--- config.mk ---
export PLATFORM = sky130hd
export DESIGN_NAME = hazard_ctrl_flat
export DESIGN_NICKNAME = d
export VERILOG_FILES = /design/src/rtl/hazard_ctrl_if.sv /design/src/rtl/hazard_ctrl.sv /design/src/flat_wrapper.sv
export SDC_FILE = /design/constraint.sdc
export NUM_CORES = 1
export LEC_CHECK = 0
export CAP_MARGIN = 15
export CELL_PAD_IN_SITES_DETAIL_PLACEMENT = 1
export CELL_PAD_IN_SITES_GLOBAL_PLACEMENT = 1
export CORE_UTILIZATION = 39
export CTS_BUF_LIST = sky130_fd_sc_hd__clkbuf_8
export CTS_CLUSTER_SIZE = 10
export DETAILED_ROUTE_END_ITERATION = 7
export GPL_TIMING_DRIVEN = 0
export PLACE_DENSITY = 0.81
export REMOVE_ABC_BUFFERS = 1
export SKIP_LAST_GASP = 1
export SYNTH_ARGS = -nofsm -noshare
export SYNTH_HDL_FRONTEND = slang
export SYNTH_SLANG_ARGS = --single-unit
--- constraint.sdc ---
create_clock -name clk -period 2.3 [get_ports clk]
set_input_delay 0.345 -clock clk [delete_from_list [all_inputs] [get_ports clk]]
set_output_delay 0.345 -clock clk [all_outputs]
set_load 0.03 [all_outputs]
--- src/rtl/hazard_ctrl_if.sv ---
// hazard_ctrl_if: hazard detection inputs and pipeline stall/flush controls for hazard_ctrl
// slave  (hazard_ctrl): reads ID/EX and IF/ID register fields and branch_taken, drives the controls and counters
// master (pipeline)   : drives register fields and branch_taken, reads the controls and counters
interface hazard_ctrl_if #(parameter int CNT_W = 32);
  logic [4:0] if_id_rs1;
  logic [4:0] if_id_rs2;
  logic if_id_uses_rs2;
  logic id_ex_mem_read;
  logic [4:0] id_ex_rd;
  logic branch_taken;
  logic pc_write;
  logic if_id_write;
  logic if_id_flush;
  logic id_ex_flush;
  logic ex_mem_flush;
  logic [CNT_W-1:0] stall_count;
  logic [CNT_W-1:0] flush_count;
  modport master (
    output if_id_rs1, if_id_rs2, if_id_uses_rs2, id_ex_mem_read, id_ex_rd, branch_taken,
    input pc_write, if_id_write, if_id_flush, id_ex_flush, ex_mem_flush, stall_count, flush_count
  );
  modport slave (
    input if_id_rs1, if_id_rs2, if_id_uses_rs2, id_ex_mem_read, id_ex_rd, branch_taken,
    output pc_write, if_id_write, if_id_flush, id_ex_flush, ex_mem_flush, stall_count, flush_count
  );
endinterface

--- src/rtl/hazard_ctrl.sv ---
// hazard_ctrl: load-use stall and taken-branch flush control with saturating event counters
// clk, reset (async, active-high) plus hazard_ctrl_if.slave h carrying the hazard inputs,
// the pc_write/if_id_write/flush controls and the stall_count/flush_count counters
module hazard_ctrl #(parameter int CNT_W = 32) (
  input logic clk,
  input logic reset,
  hazard_ctrl_if.slave h
);
  localparam logic [0:0] RUN = 1'b0;
  localparam logic [0:0] REDIRECT = 1'b1;
  logic [0:0] state;
  logic luh, stall, bt;
  logic [CNT_W-1:0] stall_cnt, flush_cnt;
  assign bt = h.branch_taken;
  assign luh = h.id_ex_mem_read & (h.id_ex_rd != 5'd0) &
               ((h.id_ex_rd == h.if_id_rs1) | (h.if_id_uses_rs2 & (h.id_ex_rd == h.if_id_rs2)));
  // REDIRECT masks luh because IF/ID holds a flushed NOP; a taken branch overrides any stall
  assign stall = ~bt & (state == RUN) & luh;
  always_comb begin
    h.pc_write = ~stall;
    h.if_id_write = ~stall;
    h.if_id_flush = bt;
    h.id_ex_flush = bt | stall;
    h.ex_mem_flush = bt;
  end
  always_ff @(posedge clk or posedge reset) begin
    if (reset) begin
      state <= RUN;
      stall_cnt <= '0;
      flush_cnt <= '0;
    end else begin
      state <= bt ? REDIRECT : RUN;
      if (stall && stall_cnt != '1) stall_cnt <= stall_cnt + 1'b1;
      if (bt && flush_cnt != '1) flush_cnt <= flush_cnt + 1'b1;
    end
  end
  assign h.stall_count = stall_cnt;
  assign h.flush_count = flush_cnt;
endmodule

--- src/flat_wrapper.sv ---
// flat-port wrapper written by rule: the top's interface ports become plain ports
module hazard_ctrl_flat 
#(parameter int CNT_W = 32)
  (clk, reset, h_if_id_rs1, h_if_id_rs2, h_if_id_uses_rs2, h_id_ex_mem_read, h_id_ex_rd, h_branch_taken, h_pc_write, h_if_id_write, h_if_id_flush, h_id_ex_flush, h_ex_mem_flush, h_stall_count, h_flush_count);
  hazard_ctrl_if #(.CNT_W(CNT_W)) h_i ();
  input logic clk;
  input logic reset;
  input wire logic [$bits(h_i.if_id_rs1)-1:0] h_if_id_rs1;
  input wire logic [$bits(h_i.if_id_rs2)-1:0] h_if_id_rs2;
  input wire logic [$bits(h_i.if_id_uses_rs2)-1:0] h_if_id_uses_rs2;
  input wire logic [$bits(h_i.id_ex_mem_read)-1:0] h_id_ex_mem_read;
  input wire logic [$bits(h_i.id_ex_rd)-1:0] h_id_ex_rd;
  input wire logic [$bits(h_i.branch_taken)-1:0] h_branch_taken;
  output wire logic [$bits(h_i.pc_write)-1:0] h_pc_write;
  output wire logic [$bits(h_i.if_id_write)-1:0] h_if_id_write;
  output wire logic [$bits(h_i.if_id_flush)-1:0] h_if_id_flush;
  output wire logic [$bits(h_i.id_ex_flush)-1:0] h_id_ex_flush;
  output wire logic [$bits(h_i.ex_mem_flush)-1:0] h_ex_mem_flush;
  output wire logic [$bits(h_i.stall_count)-1:0] h_stall_count;
  output wire logic [$bits(h_i.flush_count)-1:0] h_flush_count;
  assign h_i.if_id_rs1 = h_if_id_rs1;
  assign h_i.if_id_rs2 = h_if_id_rs2;
  assign h_i.if_id_uses_rs2 = h_if_id_uses_rs2;
  assign h_i.id_ex_mem_read = h_id_ex_mem_read;
  assign h_i.id_ex_rd = h_id_ex_rd;
  assign h_i.branch_taken = h_branch_taken;
  assign h_pc_write = h_i.pc_write;
  assign h_if_id_write = h_i.if_id_write;
  assign h_if_id_flush = h_i.if_id_flush;
  assign h_id_ex_flush = h_i.id_ex_flush;
  assign h_ex_mem_flush = h_i.ex_mem_flush;
  assign h_stall_count = h_i.stall_count;
  assign h_flush_count = h_i.flush_count;
  hazard_ctrl #(.CNT_W(CNT_W)) u_core (.clk(clk), .reset(reset), .h(h_i));
endmodule
======== After elaboration in Yosys (flattened, before gate mapping) ========
Index checks and enable logic that the tools add are counted.
word-level totals
  flip-flop bits (word level) ............. 65
  latch bits .............................. 0
  RAM bits ................................ 0
  memory bits (read-only) ................. 0
  input bits .............................. 20
  output and inout port bits .............. 69
  word-level logic and storage cells ...... 23
  memories kept ........................... 0
cells by class
  add/subtract/negate cells ............... 2
  $mul .................................... 0
  div/mod/pow operators ................... 0
  magnitude comparators ................... 0
  equal/unequal tests ..................... 4
  shifts and indexed selects .............. 0
  multiplexer cells ....................... 1
  bitwise operators ....................... 10
  reductions and logical operators ........ 3
operators by type and width
  kind                   count
  $add 32x1->32 const B  2
  $ne 32x32->1 const B   2
  $eq 5x5->1             2
  $and 1x1->1            5
  $reduce_bool 5->1      1
  $not 1->1              3
  $logic_and 1x1->1      2
  $or 1x1->1             2
  $mux 1                 1

======== Depth between registers and ports, before layout ========
Gate-level depths: netlist of run 1.
  word-level depth ........................ 6
  depth in mapped cells ................... 8
  mapped depth without buffers ............ 7

======== Worst setup path after synthesis of run 1 ========
Ideal clock, no wire load.
  path type ............................... reg2reg
  start point ............................. register u_core.stall_cnt[0], in the netlist u_core.h.stall_count[0]
  end point ............................... register u_core.stall_cnt[6], in the netlist u_core.h.stall_count[6]
  setup time .............................. 0.140 ns
  arrival ................................. 1.974 ns
  data required time ...................... 2.160 ns
  slack ................................... 0.187 ns
  cell stages (with the launch flop) ...... 8
  buffers on the path ..................... 1
  period minus slack after synthesis ...... 2.113 ns
  path through ............................ dfrtp_1 ha_1 nand4_1 nor4_4 and3_1 buf_2 nor4b_1 xor2_1
on the way
  word-level cells in the longest chain between the ends .. 2
  elaborated cells on any way between the ends .. 3
  classes of those cells .................. 1 x add/sub; 1 x eq/ne; 1 x reduce/logical
ends and longest elaborated chain
  what                                                   line               text
  from (decl)                                            hazard_ctrl.sv:13  logic [CNT_W-1:0] stall_cnt, flush_cnt;
  from (signal assigned)                                 hazard_ctrl.sv:33  if (stall && stall_cnt != '1) stall_cnt <= stall_cnt + 1'b1;
  branches (longest 2 deep; another with $add 32x1->32)  -
Parallel ways; which one is timed is not known.
A chain may end at the register's enable or synchronous reset.

======== Worst setup path after layout of run 1 ========
  start point ............................. input port h_id_ex_rd[1]
  end point ............................... output port h_id_ex_flush
on the way
  word-level cells in the longest chain between the ends .. 6
  elaborated cells on any way between the ends .. 9
  classes of those cells .................. 2 x eq/ne; 6 x bitwise; 1 x reduce/logical
ends and longest elaborated chain
  what             line                text
  from (decl)      flat_wrapper.sv:12  input wire logic [$bits(h_i.id_ex_rd)-1:0] h_id_ex_rd;
  $eq 5x5->1       hazard_ctrl.sv:16   ((h.id_ex_rd == h.if_id_rs1) | (h.if_id_uses_rs2 & (h.id_ex_rd == h.if_id_rs2)));
  $and 1x1->1      hazard_ctrl.sv:16
  $or 1x1->1       hazard_ctrl.sv:16
  $and 1x1->1 (*)  hazard_ctrl.sv:15   assign luh = h.id_ex_mem_read & (h.id_ex_rd != 5'd0) &
  $and 1x1->1 (*)  hazard_ctrl.sv:18   assign stall = ~bt & (state == RUN) & luh;
  $or 1x1->1 (*)   hazard_ctrl.sv:23   h.id_ex_flush = bt | stall;
  to (decl)        flat_wrapper.sv:17  output wire logic [$bits(h_i.id_ex_flush)-1:0] h_id_ex_flush;
Mark *: on every way between the ends. The rest lies on a longest branch, timed or not.

==> results of run 1 <==
[metal layers]
metal	track usage, %	share of wire [%]	up-vias	routed length [um]
met2	39.82	53	58	4950
met3	2.871	3.0	16	277
met5	0	0	-	0
li1	-	-	1317	-
met1	25.06	41	1441	3823
met4	8.460	2.3	0	215
[metrics by stage]
step           TNS (ps)  hold slack [ps]  cell area (um2)  setup slack, ps
4_1_cts               0            414.8             4586            25.34
2_1_floorplan     -1414            376.4             3334           -221.3
6_report              0            401.0             4671            7.354
5_1_grt          -365.4            473.5             4671           -56.47
3_3_place_gp     -65780            479.0             4347           -859.5
3_5_place_dp     -13040            487.3             4367           -852.4
[how the worst max path moves through the flow]
stage | start | endpoint | slack [ps] | cells after the start
floorplan | u_core.h.stall_count[0] | u_core.h.stall_count[12] | -220 | 7
global placement | reset | u_core.h.stall_count[20] | -860 | 2
detailed placement | h_id_ex_rd[0] | h_if_id_write | -850 | 5
CTS | u_core.h.stall_count[0] | u_core.h.stall_count[26] | 30 | 7
global route | h_id_ex_rd[1] | u_core.h.stall_count[9] | -60 | 9
finish | h_id_ex_rd[1] | h_id_ex_flush | 7 | 8
[worst max-delay path: stages]
cell and delay (ps):
clkdlybuf4s50_1 540, xnor2_1 150, nand4_1 180, o22ai_2 180, o2111a_2 290, inv_8 50, nand2_1 60, buf_4 150
[timing repair]
action                     CTS  global route
pin swaps                    1             4
buffers inserted             2             7
gates cloned                 2             0
resized for setup           22             7
setup endpoints to repair   29            10
[layout by cell type (no fill, tap or decap), drive strengths merged, types with 11 or more instances in the layout]
master	synthesis	final
clkbuf	2	11
nand2	28	28
xor2	31	31
nand3	28	28
inv	11	13
dfrtp	65	65
clkdlybuf4s50	0	83
nor2	22	22
nor4	17	17
nor3	19	19
buf	7	13
xnor2	38	38
nand4	18	18
[power by group]
group / internal [mW] / switching (mW) / leakage, nW / total, mW
Combinational: 0.269 / 0.305 / 1.03 / 0.574
Sequential: 1.22 / 0.101 / 0.852 / 1.32
Clock: 0.546 / 0.441 / 0.106 / 0.987
[registers in the layout, indices dropped and copies added (netlist names)]
| signal | count |
|---|---|
| u_core.h.flush_count | 32 |
| u_core.h.stall_count | 32 |
| u_core.state | 1 |
[cell families after synthesis]
family	synth area share [%]
simple gates	28.10
compound gates	1.694
buf+inv	3.131
flops	47.88
xor+xnor	17.79
mux	0.6629
fa+ha+maj	0.7365
[area by class of cell]
cell class	count	area, um2
fill	930	3670
multi-input combinational	235	1707
sequential	65	1629
timing repair buffer	98	953.4
clock buffer	11	151.4
tap	105	131.4
inverter	11	48.80
clock inverter	4	43.79
timing repair inverter	1	6.256
==> flow_metrics.tcl, run 1 <==
set metrics [dict create \
    pin_count 89 \
    synth_area_um2 3397 \
    hold_path_class "input pin to async pin" \
    synth_area_leaders "dfrtp_1 48%, xnor2_1 9.8%, xor2_1 8.0%" \
    setup_viol_count_final 0 \
    start_util_pct 40.73 \
    synth_top_area_cell "dfrtp_1" \
    start_kind "input pin" \
    synth_edf_count 0 \
    syn_area_per_cell_um2 10.65 \
    clk_latency_ps 350 \
    grt_overflow 0 \
    area_delta_synth_final_pct 37.50 \
    cts_tree "yes" \
    path_class "input pin to output port" \
    max_freq_ghz 0.4362 \
    drive_gt1_share_pct 14.59 \
    ys_seq_area_share_pct 47.88 \
    htree_levels 3 \
    ys_types 41 \
    synthMostInstantiatedCell "dfrtp_1" \
    cts_buffer_depth 2 \
    hold_viol_final 0 \
    critPathMaxFanout 4 \
    final_cells 530 \
    reg2reg_to "u_core.h.stall_count[12]" \
    yosys_register_bits 65 \
    slew_headroom_pct 34.02 \
    netlist_top_cells_count "65 x dfrtp_1, 38 x xnor2_1, 31 x xor2_1" \
    synthCells 319 \
    antenna_left 0 \
    grt_use_total_pct 21.59 \
    drtIter0Drc 72 \
    vias 2832 \
    status "completed" \
    path_clk_slew_ps 70 \
    worst_pin_slew_ps 982.2 \
    cp.required_ps 1960 \
    root_buffer "clkbuf_8" \
    numCtsBuffers 9 \
    ys_warn_count 0 \
    cts.sinks 65 \
    dieArea_um2 9088 \
    worst_setup_path_end_kind "output port" \
    min_period_ps 2293 \
    routed_via_density 5.343 \
    netlist.area_leader.share_pct 47.88 \
    r2r_cells 7 \
    drc 0 \
    die_width_um 95.33 \
    fin_util_pct 56.00 \
    first_pass_iters 4 \
    synth-main-ff-cell "dfrtp_1" \
    worst_ep_arrival_time_ps 1950 \
    drt-total-wl_um 9267 \
    p_per_area_nw_per_um2 616.7 \
    final_nets 443 \
    peakVddDrop_v 0.0004994 \
    core_area_um2 8341 \
    routedWlPerCell_um 17.48 \
    antenna_found_initial 0 \
    p_leak_nw 1.985 \
    grt_start_max_net_pins 38 \
    grt_pass1_wl_um 14730 \
    cts_hold_buffers 0 \
    die_y_um 95.33 \
    synthArstFlopShare_pct 100.0 \
    hpwlAfterDp_um 6501 \
    place.gp.congestion 0.7814 \
    power_mw 2.881 \
    r2r_start "u_core.h.stall_count[0]" \
    grt_pass1_vias 2894 \
    io_buffers 88 \
    placed_cells 504 \
    maxCapViolCount 0 \
    placementRows 33 \
    finClkSkew_ps 7.409 \
    period_share_pct 99.68 \
    finalMaxSlewViolations 0 \
    r2r_slack_ps 130 \
    antennaDiodeCount 0 \
]
Power figures use the tool's default switching activity.
==> inputs of run 2 (changes only) <==
--- a/config.mk
+++ b/config.mk
@@ -16,6 +16,7 @@
 export PLACE_DENSITY = 0.81
 export REMOVE_ABC_BUFFERS = 1
 export SKIP_LAST_GASP = 1
+export SLEW_MARGIN = 10
 export SYNTH_ARGS = -nofsm -noshare
 export SYNTH_HDL_FRONTEND = slang
 export SYNTH_SLANG_ARGS = --single-unit
==> run 2 against run 1 <==
Against the previous run:
- final area up 0.59%
- sequential power about the same
- total power grew 2.9%
- via count fell by 0.25%
- register-to-register slack lost 130 ps
- global-route usage is 0.20 points higher
- clock power up 12%
==> flow_metrics.tcl, run 2 (synthesis results as in run 1) <==
set metrics [dict create \
    path_class "flop to flop" \
    grt_pass1_wl_um 14780 \
    grt_start_max_net_pins 38 \
    grt_pass1_vias 2888 \
    min_period_ps 2297 \
    worst_setup_path_end_kind "flop" \
    cts_hold_buffers 0 \
    n_fill_cell 927 \
    finClkSkew_ps 11.09 \
    die_width_um 95.33 \
    core_area_um2 8341 \
    hpwlAfterDp_um 6478 \
    layout_commonest_cell "clkdlybuf4s50_1" \
    routed_via_density 5.320 \
    grt_use_total_pct 21.79 \
    use_met2_pct 39.82 \
    period_share_pct 99.87 \
    routedWlPerCell_um 17.28 \
    grt_use_met3_pct 2.871 \
    cts_tree "yes" \
    drive_gt1_share_pct 14.55 \
    power_mw 2.965 \
    finalMaxSlewViolations 0 \
    register_area_um2 1629 \
    die_y_um 95.33 \
    status "completed" \
    slew_headroom_pct 43.93 \
    path_clk_slew_ps 80 \
    reg2reg_to "u_core.h.stall_count[12]" \
    worst_pin_slew_ps 834.7 \
    finalWorstSetupSlack_ps 2.943 \
    drtIter0Drc 68 \
    max_freq_ghz 0.4353 \
    r2r_slack_ps 3 \
    layout.cells.most_common_list "80 x clkdlybuf4s50_1, 63 x dfrtp_1, 38 x xnor2_1, 31 x xor2_1, 28 x nand2_1" \
    start_kind "flop" \
    peakVddDrop_v 0.0003862 \
    hold_viol_final 0 \
    drt-total-wl_um 9177 \
    final_nets 443 \
    gr-max-usage-layer "met2" \
    tns_ps 0 \
    grt_overflow 0 \
    multi_input_area_um2 1697 \
    rsz0062_at_grt "true" \
    post-place-ws_ps -855.0 \
    htree_levels 3 \
    r2r_start "u_core.h.stall_count[0]" \
    pin_count 89 \
    io_buffers 88 \
    dieArea_um2 9088 \
    met1_usage_pct 25.49 \
    start_util_pct 40.73 \
    clk_latency_ps 350 \
    cts.sinks 65 \
    place.gp.congestion 0.7814 \
    p_per_area_nw_per_um2 631.1 \
    p_leak_nw 2.028 \
    critPathMaxFanout 9 \
    cp.required_ps 2540 \
    area_delta_synth_final_pct 38.31 \
    root_buffer "clkbuf_8" \
    hold_path_class "input pin to async pin" \
    maxCapViolCount 0 \
    cts_buffer_depth 2 \
    fin_util_pct 56.33 \
    numCtsBuffers 9 \
    antennaDiodeCount 0 \
    drc 0 \
    antenna_left 0 \
    r2r_cells 8 \
    vias 2825 \
    setup_viol_count_final 0 \
    placementRows 33 \
    worst_ep_arrival_time_ps 2530 \
    antenna_found_initial 0 \
    first_pass_iters 4 \
]
-- run 2: cell types whose count changed in the layout (fill, tap and decap cells not counted), sizes merged --
cell,delta
clkbuf,+1
inv,+2
clkdlybuf4s50,-3
buf,-1
bufinv,+1
dlymetal6s2s,+3
clkinv,-2
-- run 2: where the power goes --
part           switching [mW]  total [mW]  leakage [nW]  internal (mW)
Sequential             0.0989        1.32         0.852           1.22
Clock                   0.451        1.11         0.123          0.659
Combinational           0.296       0.538          1.05          0.242
Total                   0.845        2.96          2.03           2.12
-- run 2: layout make-up --
cell class	count	area share, %
clock inverters	5	1.518
clock buffers	11	3.222
inverters	11	1.092
repair inverters	1	0.1332
well taps	105	2.796
repair buffers	98	20.45
multi-input cells	235	36.11
flip-flops and latches	65	34.67
-- run 2: what timing repair did --
action	CTS	global route
resized for setup	21	11
gates cloned	2	0
setup endpoints to repair	29	9
pin swaps	1	2
setup buffers	2	7
-- run 2: worst max-delay path by stage --
stage | from | endpoint | slack (ps) | depth (start not counted)
2_1_floorplan | u_core.h.stall_count[0] | u_core.h.stall_count[12] | -220 | 7
3_3_place_gp | reset | u_core.h.stall_count[20] | -860 | 2
3_5_place_dp | h_id_ex_rd[0] | h_if_id_write | -860 | 5
4_1_cts | h_id_ex_rd[1] | h_id_ex_flush | 8 | 8
5_1_grt | u_core.h.stall_count[0] | u_core.h.stall_count[28] | -80 | 7
6_report | u_core.h.stall_count[0] | u_core.h.stall_count[12] | 3 | 8
-- run 2: per-layer routing --
layer	wire (um)	vias up
met2	4898	64
met1	3819	1429
met4	180	0
met3	277	14
met5	0	-
li1	-	1318
-- run 2: stage by stage --
stage | instance area (um2) | hold slack, ps | instances
6_report | 4698 | 329.1 | 531
5_1_grt | 4698 | 360.3 | 531
4_1_cts | 4613 | 338.7 | 524
3_5_place_dp | 4369 | 487.3 | 504
3_3_place_gp | 4347 | 479.0 | 503
2_1_floorplan | 3334 | 376.4 | 310
-- run 2: worst max-delay path: stages (launching register included) --
cell and delay [ps]:
dfrtp_2 420, ha_2 210, nand4_1 250, nor4_4 490
buf_4 190, and3_4 260, nor3_2 80, nor3b_1 160
xnor2_1 130
==> inputs of run 3 (changes only) <==
--- a/config.mk
+++ b/config.mk
@@ -13,6 +13,7 @@
 export CTS_CLUSTER_SIZE = 10
 export DETAILED_ROUTE_END_ITERATION = 7
 export GPL_TIMING_DRIVEN = 0
+export HOLD_SLACK_MARGIN = 0.15
 export PLACE_DENSITY = 0.81
 export REMOVE_ABC_BUFFERS = 1
 export SKIP_LAST_GASP = 1
==> results of run 3 <==
The final DEF is identical to that of run 2; final timing and power are the same.
